$ cat src/rtl/mlp_pkg.sv
// Shared types and default dimensions for the MLP layer datapath.
package mlp_pkg;

    localparam int unsigned BITS         = 16;
    localparam int unsigned FRAC_BITS    = 11;
    localparam int unsigned IN_SIZE      = 784;
    localparam int unsigned HIDDEN_NODES = 50;

    typedef enum logic [2:0] {
        StIdle,
        StLoad,
        StRun,
        StRelease,
        StDone
    } seq_state_t;

endpackage

$ cat src/rtl/argmax_tracker.sv
// Running signed argmax over a stream of (value, index) captures.
// The first capture after clear loads unconditionally; ties keep the earlier index.
module argmax_tracker #(
    parameter int unsigned bits  = 16,
    parameter int unsigned idx_w = 1
) (
    input  logic                    clock,
    input  logic                    reset_n,
    input  logic                    clear,
    input  logic                    valid,
    input  logic signed [bits-1:0]  value,
    input  logic        [idx_w-1:0] index,
    output logic signed [bits-1:0]  max_value,
    output logic        [idx_w-1:0] max_index
);

    logic have_max_q;
    logic take;

    assign take = valid && (!have_max_q || (value > max_value));

    always_ff @(posedge clock) begin
        if (!reset_n) begin
            have_max_q <= 1'b0;
            max_value  <= '0;
            max_index  <= '0;
        end else begin
            if (clear) begin
                have_max_q <= 1'b0;
            end else if (valid) begin
                have_max_q <= 1'b1;
            end
            if (take) begin
                max_value <= value;
                max_index <= index;
            end
        end
    end

endmodule

$ cat src/rtl/hidden_layer_sequencer.sv
// Steps one shared node datapath through every neuron of a layer via the start/ready
// handshake, buffering each result and tracking the layer argmax.
module hidden_layer_sequencer
    import mlp_pkg::*;
#(
    parameter int unsigned bits            = BITS,
    parameter int unsigned fractional_bits = FRAC_BITS,
    parameter int unsigned in_size         = IN_SIZE,
    parameter int unsigned num_nodes       = HIDDEN_NODES,
    parameter int unsigned idx_w           = (num_nodes > 1) ? $clog2(num_nodes) : 1,
    parameter int unsigned addr_w          =
        (num_nodes * in_size > 1) ? $clog2(num_nodes * in_size) : 1
) (
    input  logic                     clock,
    input  logic                     reset_n,
    input  logic                     layer_start,
    output logic                     busy,
    output logic                     layer_done,
    output logic        [idx_w-1:0]  node_index,
    output logic        [addr_w-1:0] weight_base,
    output logic                     node_start,
    input  logic                     node_ready,
    input  logic signed [bits-1:0]   node_out,
    output logic                     result_wr_en,
    output logic        [idx_w-1:0]  result_addr,
    output logic signed [bits-1:0]   result_data,
    output logic signed [bits-1:0]   max_value,
    output logic        [idx_w-1:0]  max_index
);

    localparam logic [idx_w-1:0]  last_idx   = idx_w'(num_nodes - 1);
    localparam logic [addr_w-1:0] row_stride = addr_w'(in_size);

    if (fractional_bits >= bits) begin : g_frac_check
        $error("fractional_bits must be smaller than bits");
    end

    seq_state_t state_q, state_d;

    logic                    busy_d, layer_done_d, node_start_d, result_wr_en_d;
    logic        [idx_w-1:0] node_index_d, result_addr_d;
    logic       [addr_w-1:0] weight_base_d;
    logic signed  [bits-1:0] result_data_d;
    logic                    argmax_clear, capture;

    always_ff @(posedge clock) begin
        if (!reset_n) begin
            state_q <= StIdle;
        end else begin
            state_q <= state_d;
        end
    end

    always_comb begin
        state_d = state_q;
        case (state_q)
            StIdle:    if (layer_start) state_d = StLoad;
            StLoad:    state_d = StRun;
            StRun:     if (node_ready) state_d = StRelease;
            StRelease: if (!node_ready) state_d = (node_index == last_idx) ? StDone : StLoad;
            StDone:    state_d = StIdle;
            default:   state_d = StIdle;
        endcase
    end

    // Next values of the registered outputs; everything leaves the block from a flop.
    always_comb begin
        node_index_d   = node_index;
        weight_base_d  = weight_base;
        result_addr_d  = result_addr;
        result_data_d  = result_data;
        result_wr_en_d = 1'b0;
        argmax_clear   = 1'b0;
        capture        = 1'b0;
        case (state_q)
            StIdle: begin
                if (layer_start) begin
                    node_index_d  = '0;
                    weight_base_d = '0;
                    argmax_clear  = 1'b1;
                end
            end
            StRun: begin
                if (node_ready) begin
                    capture        = 1'b1;
                    result_wr_en_d = 1'b1;
                    result_data_d  = node_out;
                    result_addr_d  = node_index;
                end
            end
            StRelease: begin
                if (!node_ready && (node_index != last_idx)) begin
                    node_index_d  = node_index + idx_w'(1);
                    weight_base_d = weight_base + row_stride;
                end
            end
            default: ;
        endcase
        busy_d       = state_d inside {StLoad, StRun, StRelease};
        node_start_d = (state_d == StRun);
        layer_done_d = (state_d == StDone);
    end

    always_ff @(posedge clock) begin
        if (!reset_n) begin
            busy         <= 1'b0;
            layer_done   <= 1'b0;
            node_start   <= 1'b0;
            result_wr_en <= 1'b0;
            node_index   <= '0;
            weight_base  <= '0;
            result_addr  <= '0;
            result_data  <= '0;
        end else begin
            busy         <= busy_d;
            layer_done   <= layer_done_d;
            node_start   <= node_start_d;
            result_wr_en <= result_wr_en_d;
            node_index   <= node_index_d;
            weight_base  <= weight_base_d;
            result_addr  <= result_addr_d;
            result_data  <= result_data_d;
        end
    end

    argmax_tracker #(
        .bits  (bits),
        .idx_w (idx_w)
    ) u_argmax (
        .clock     (clock),
        .reset_n   (reset_n),
        .clear     (argmax_clear),
        .valid     (capture),
        .value     (node_out),
        .index     (node_index),
        .max_value (max_value),
        .max_index (max_index)
    );

endmodule

$ cat config.mk
export PLATFORM = sky130hd
export DESIGN_NAME = hidden_layer_sequencer
export DESIGN_NICKNAME = d
export VERILOG_FILES = /design/src/rtl/mlp_pkg.sv /design/src/rtl/argmax_tracker.sv /design/src/rtl/hidden_layer_sequencer.sv
export SDC_FILE = /design/constraint.sdc
export NUM_CORES = 1
export LEC_CHECK = 0
export BUFFER_PORTS_ARGS = -buffer_cell sky130_fd_sc_hd__buf_2
export CORE_MARGIN = 2
export CORE_UTILIZATION = 45
export DETAILED_ROUTE_END_ITERATION = 7
export PLACE_DENSITY = 0.73
export SLEW_MARGIN = 20
export SYNTH_ARGS = -nofsm -noshare
export SYNTH_HDL_FRONTEND = slang
export SYNTH_SLANG_ARGS = --single-unit
$ cat constraint.sdc
create_clock -name clock -period 1.8 [get_ports clock]
set_input_delay 0.36 -clock clock [delete_from_list [all_inputs] [get_ports clock]]
set_output_delay 0.36 -clock clock [all_outputs]
set_load 0.01 [all_outputs]
Word-level counts from Yosys, hierarchy flattened:

Index checks and enable logic that the tools add are counted.
Widths: inputs -> output; s select.

* register bits after elaboration: 74

* add/subtract/negate cells: 2
* magnitude comparators: 1
* eq/ne operators: 11
* muxes and demuxes: 15
* bitwise logic cells: 1
* reductions and logical operators: 11

Operators with widths (count)
* $mux 16: 2
* $pmux 16 s2: 1
* $add 16x10->16 const B: 1
* $gt 16x16->1: 1
* $eq 3x2->1 const B: 4
* $mux 3: 4
* $mux 6: 2
* $pmux 3 s4: 1
* $pmux 6 s2: 1
* $add 6x1->6 const B: 1
* $eq 3x1->1 const B: 2
* $eq 6x6->1 const B: 1
* $ne 6x6->1 const B: 1
* $mux 1: 4
* $ne 2x2->1 const B: 2
* $eq 3x3->1 const B: 1
* $logic_not 3->1: 1
* $reduce_and 3->1: 1
* $reduce_bool 3->1: 1
* $logic_and 1x1->1: 2
* $logic_not 1->1: 2
* $reduce_and 2->1: 1
* $reduce_bool 2->1: 1
* $reduce_or 2->1: 1
* 2 further kinds: 2

Longest topological paths before layout:

* depth in word-level cells: 6
* gate-level depth with buffers: 10

Modules after synthesis:

From an unflattened synthesis, not the netlist that was laid out.

* cell total of the unflattened synthesis: 384
* area, all modules: 3335.7 µm²

Modules (own cells, without submodules)
* hidden_layer_sequencer: times used 1, cells each 227, area each 2001.9 µm², seq. area each 940.9 µm²
* argmax_tracker: times used 1, cells each 157, area each 1333.8 µm², seq. area each 460.4 µm²

Least setup slack after synthesis:

OpenSTA, ideal clock, no wires.

* path kind: register to register
* start point: reg u_argmax.max_value[7]
* end point: reg u_argmax.max_index[0]
* library setup time: 0.118 ns
* arrival time: 1.800 ns
* required time: 1.682 ns
* setup slack: -0.118 ns
* cell stages (with the launch flop): 10
* path buffers: 2
* cells stage by stage: dfxtp_1 -> inv_1 -> ha_1 -> a21oi_1 -> o21ai_1 -> a221o_1 -> o21a_1 -> buf_6 -> buf_12 -> mux2i_1

* word-level cells in the longest chain between the ends: 3

RTL lines
* start: declaration: RTL line argmax_tracker.sv:13 `output logic signed [bits-1:0] max_value,`
* start signal: assignment: RTL line argmax_tracker.sv:34 `max_value <= value;`
* $gt 16x16->1: RTL line argmax_tracker.sv:20 `assign take = valid && (!have_max_q || (value > max_value));`
* $logic_or 1x1->1: RTL line argmax_tracker.sv:20
* $logic_and 1x1->1: RTL line argmax_tracker.sv:20
* end signal: assignment: RTL line argmax_tracker.sv:35 `max_index <= index;`
* end: declaration: RTL line argmax_tracker.sv:14 `output logic [idx_w-1:0] max_index`

No other way between the ends.
A chain may end at the register's enable or synchronous reset.

Final worst setup path:

* start point: reg u_argmax.max_value[7]
* end point: reg u_argmax.max_value[1]

* word-level cells in the longest chain between the ends: 3

RTL lines (RTL line)
* $gt 16x16->1: argmax_tracker.sv:20
* $logic_or 1x1->1: argmax_tracker.sv:20
* $logic_and 1x1->1: argmax_tracker.sv:20

No other way between the ends.

==> summary.txt <==
Status
  • Status: complete, but fails checks
  • Failing checks: setup timing

Placement
  • RD Place Congestion: approximately 0.79
  • Port-buffer cells: 85
  • DP Wirelength: 5510 um
  • Placed Cells: 588

Timing
  • RSZ-0062 raised after global routing: yes
  • Worst Max-Slew Pin Slew: 0.518 ns
  • Final setup vio count: 22
  • Final Hold Viols: 0
  • Post-route worst setup slack: -0.152 ns
  • Slew headroom: 65.4%
  • Maximum clock frequency: 0.512 GHz
  • Setup Skew: 0.00762 ns
  • Tcrit/Tclk final: 108%
  • Final Max Slew Viols: 0
  • Final min period: around 2.0 ns

Yosys
  • Async SR Flop Fraction: 0%
  • Yosys warns: 0
  • Synth area leaders: dfxtp_1 (43%), nand2_1 (12%), ha_1 (7.3%)
  • Post-synthesis cell count: 381
  • Avg Inst Size Synth: 8.52 um^2
  • Top FF cell, synth: dfxtp_1
  • Post-synth EDFFs: 0
  • Synth Register Bits: 70
  • Seq/Total Area, Yosys: 43.2%
  • Cell Area, Synth: 3250 um^2
  • Area leader, netlist: dfxtp_1
  • Post-synth top area share: about 43%
  • Yosys cell types: 42

Route
  • Remaining DRCs: 0
  • Drt total wl: 8120 um
  • Initial DRC count: around 100
  • Wire length per cell: 13.4 um
  • Antenna Violating Nets Remaining: 0
  • Vias: 2929
  • Vias per inst: 4.83
  • First drt pass iteration count: 4

Die
  • Die ar.: between 7000 and 8000 um^2
  • Die width: 88.9 um
  • Rows: 30
  • Core ar.: 6870 um^2
  • I/O Pins: 90
  • Die height: 88.9 um
  • Starting density of the core: between 40% and 50%

Clock tree
  • Max clock buf depth: 2
  • Sink Count: 70
  • CTS H-tree lvls: 3
  • Total CTS buffers: 9
  • Root Buffer: clkbuf_8
  • CTS tree: built
  • Worst-path clk slew: 0.07 ns
  • Worst-Skew Late Latency: 0.34 ns

Run
  • Max-Cap Viols: 0

Global routing
  • Tot GR Track Use: 20.9%
  • Wire length of the first global-routing pass: between 10000 and 15000 um
  • Largest net degree at the start of global routing: 49
  • GR Overflow Total: 0
  • Initial antenna violation count: 0
  • Vias in the first global route: 2831

Power and ir drop
  • Leak: roughly 2 nW
  • Peak supply drop: 430 uV
  • Pwr/cell area: 793 nW/um^2
  • Tot Pwr: roughly 0.0035 W

Hold path
  • Hold EP: result_data[9]$_SDFFE_PN0P_
  • Hold depth: 3
  • Hold_sp: node_out[9]
  • Hold Crit Class: input pin to flip-flop

Critical path
  • Setup slack, reg-to-reg: -0.15 ns
  • Critical path's slowest cell: dfxtp_2
  • FF-to-FF Start: u_argmax.max_value[7]$_SDFFE_PN0P_
  • R2R depth: 8
  • Critical path type: flip-flop to flip-flop
  • Critical Path Sink Type: flip-flop
  • Req. time, crit path: between 2 and 2.5 ns
  • Crit start category: flip-flop
  • Worst Path Arrival: 2.21 ns
  • Reg2reg end: u_argmax.max_value[1]$_SDFFE_PN0P_
  • CP cell instances: inv_2 -> ha_4 -> nand4_1 -> nor4_4 -> a221o_1 -> o21a_4 -> buf_8 -> mux2i_1
  • CP startpoint: u_argmax.max_value[7]$_SDFFE_PN0P_
  • CP peak stage delay: about 0.35 ns
  • Crit path max fanout: 7

Finish
  • # diodes: 0
  • Fill count: approximately 600
  • Area of the multi-input gates: 1800 um^2
  • Commonest non-fill, non-tap cell in the layout: nand2_1
  • Layout Cells excl Fill: 607
  • Register Area: 1420 um^2
  • Area Growth Syn to Fin: 37.8%
  • Nets: 546
  • Share of cells above drive strength 1: 37.2%
  • Most frequent cells in the layout: nand2_1 (104), buf_2 (85), dfxtp_1 (57)
==> critical path, delay by kind of cell (launching register included) <==
kind,cells,cell delay [ns]
fa+ha+maj,1,0.26
mux,1,0.20
flops,1,0.35
buf+inv,2,0.20
simple gates,2,0.46
compound gates,2,0.40
==> timing repair <==
action | 4_1_cts | 5_1_grt
cloned | 1 | 1
endpoints found under the setup margin | 22 | 23
pin swaps | 0 | 9
setup buffers | 3 | 0
hold buffers | 0 | 0
resized for setup | 14 | 8
==> sequential cells by signal, indices dropped and copies added, names as in the netlist <==
register / cells
layer_done: 1
node_index: 6
u_argmax.have_max_q: 1
result_wr_en: 1
state_q: 3
result_data: 16
u_argmax.max_value: 16
u_argmax.max_index: 6
result_addr: 6
busy: 1
weight_base: 12
node_start: 1
==> area by class of cell <==
| class | instances | share of cell area (%) |
|---|---|---|
| inverter | 21 | 1.76 |
| timing repair buffer | 134 | 18.6 |
| clock inverter | 4 | 1.57 |
| sequential | 70 | 31.7 |
| multi-input combinational | 271 | 40.3 |
| tap | 96 | 2.69 |
| clock buffer | 11 | 3.39 |
==> worst max-delay path by stage <==
stage                                                      to  slack, ns  cells after the start
final                      u_argmax.max_value[1]$_SDFFE_PN0P_      -0.15                      8
after global routing       u_argmax.max_value[9]$_SDFFE_PN0P_      -0.26                      8
after CTS                  u_argmax.max_value[4]$_SDFFE_PN0P_      -0.13                     10
after detailed placement   u_argmax.max_value[9]$_SDFFE_PN0P_      -0.31                      9
after global placement     u_argmax.max_value[9]$_SDFFE_PN0P_      -0.23                      9
after floorplan           u_argmax.max_value[10]$_SDFFE_PN0P_      -0.03                      9
==> cell families after synthesis <==
kind of cell,share of synthesized area [%]
other,0.116
multiplexers,6.78
XOR/XNOR,3.51
adder cells (fa/ha/maj),7.32
AND/OR/NAND/NOR,22.4
flip-flops,43.2
buffers and inverters,6.75
AO/OA/AOI/OAI,9.91
==> layer usage <==
metal  GRT usage (%)  routed length (um)
met4            8.68                  97
met2            35.5                3950
met5               0                   0
met3            5.36                 420
met1            25.3                3650
==> per-stage QoR <==
stage	util, %	TNS (ns)	area, um^2	hold WS [ns]	setup WS, ns
after floorplan	-	-0.609	3340	0.447	-0.0313
after global placement	59.5	-4.47	4090	0.442	-0.227
after detailed placement	59.5	-5.82	4090	0.450	-0.308
after CTS	64.5	-2.13	4430	0.277	-0.135
after global routing	65.1	-4.79	4470	0.290	-0.256
final	65.1	-2.71	4470	0.288	-0.152
==> power breakdown <==
part / switching (W) / internal [W]
Clock: 0.000587 / 0.000844
Sequential: 0.0000275 / 0.00159
Combinational: 0.000267 / 0.000226
==> cell usage after synthesis, drive strengths merged, types with 2 or more instances <==
| cell type | instances |
|---|---|
| nand4 | 8 |
| buf | 9 |
| nor2 | 21 |
| nand3b | 3 |
| inv | 21 |
| xnor2 | 2 |
| and3 | 4 |
| o21ai | 7 |
| nand3 | 5 |
| nand2 | 107 |
| ha | 19 |
| a21oi | 13 |
| clkbuf | 13 |
| a21boi | 22 |
| or2 | 3 |
| dfxtp | 70 |
| mux2i | 22 |
| xor2 | 11 |
| and2 | 5 |
Note: power is estimated with default switching activity, not from simulation.
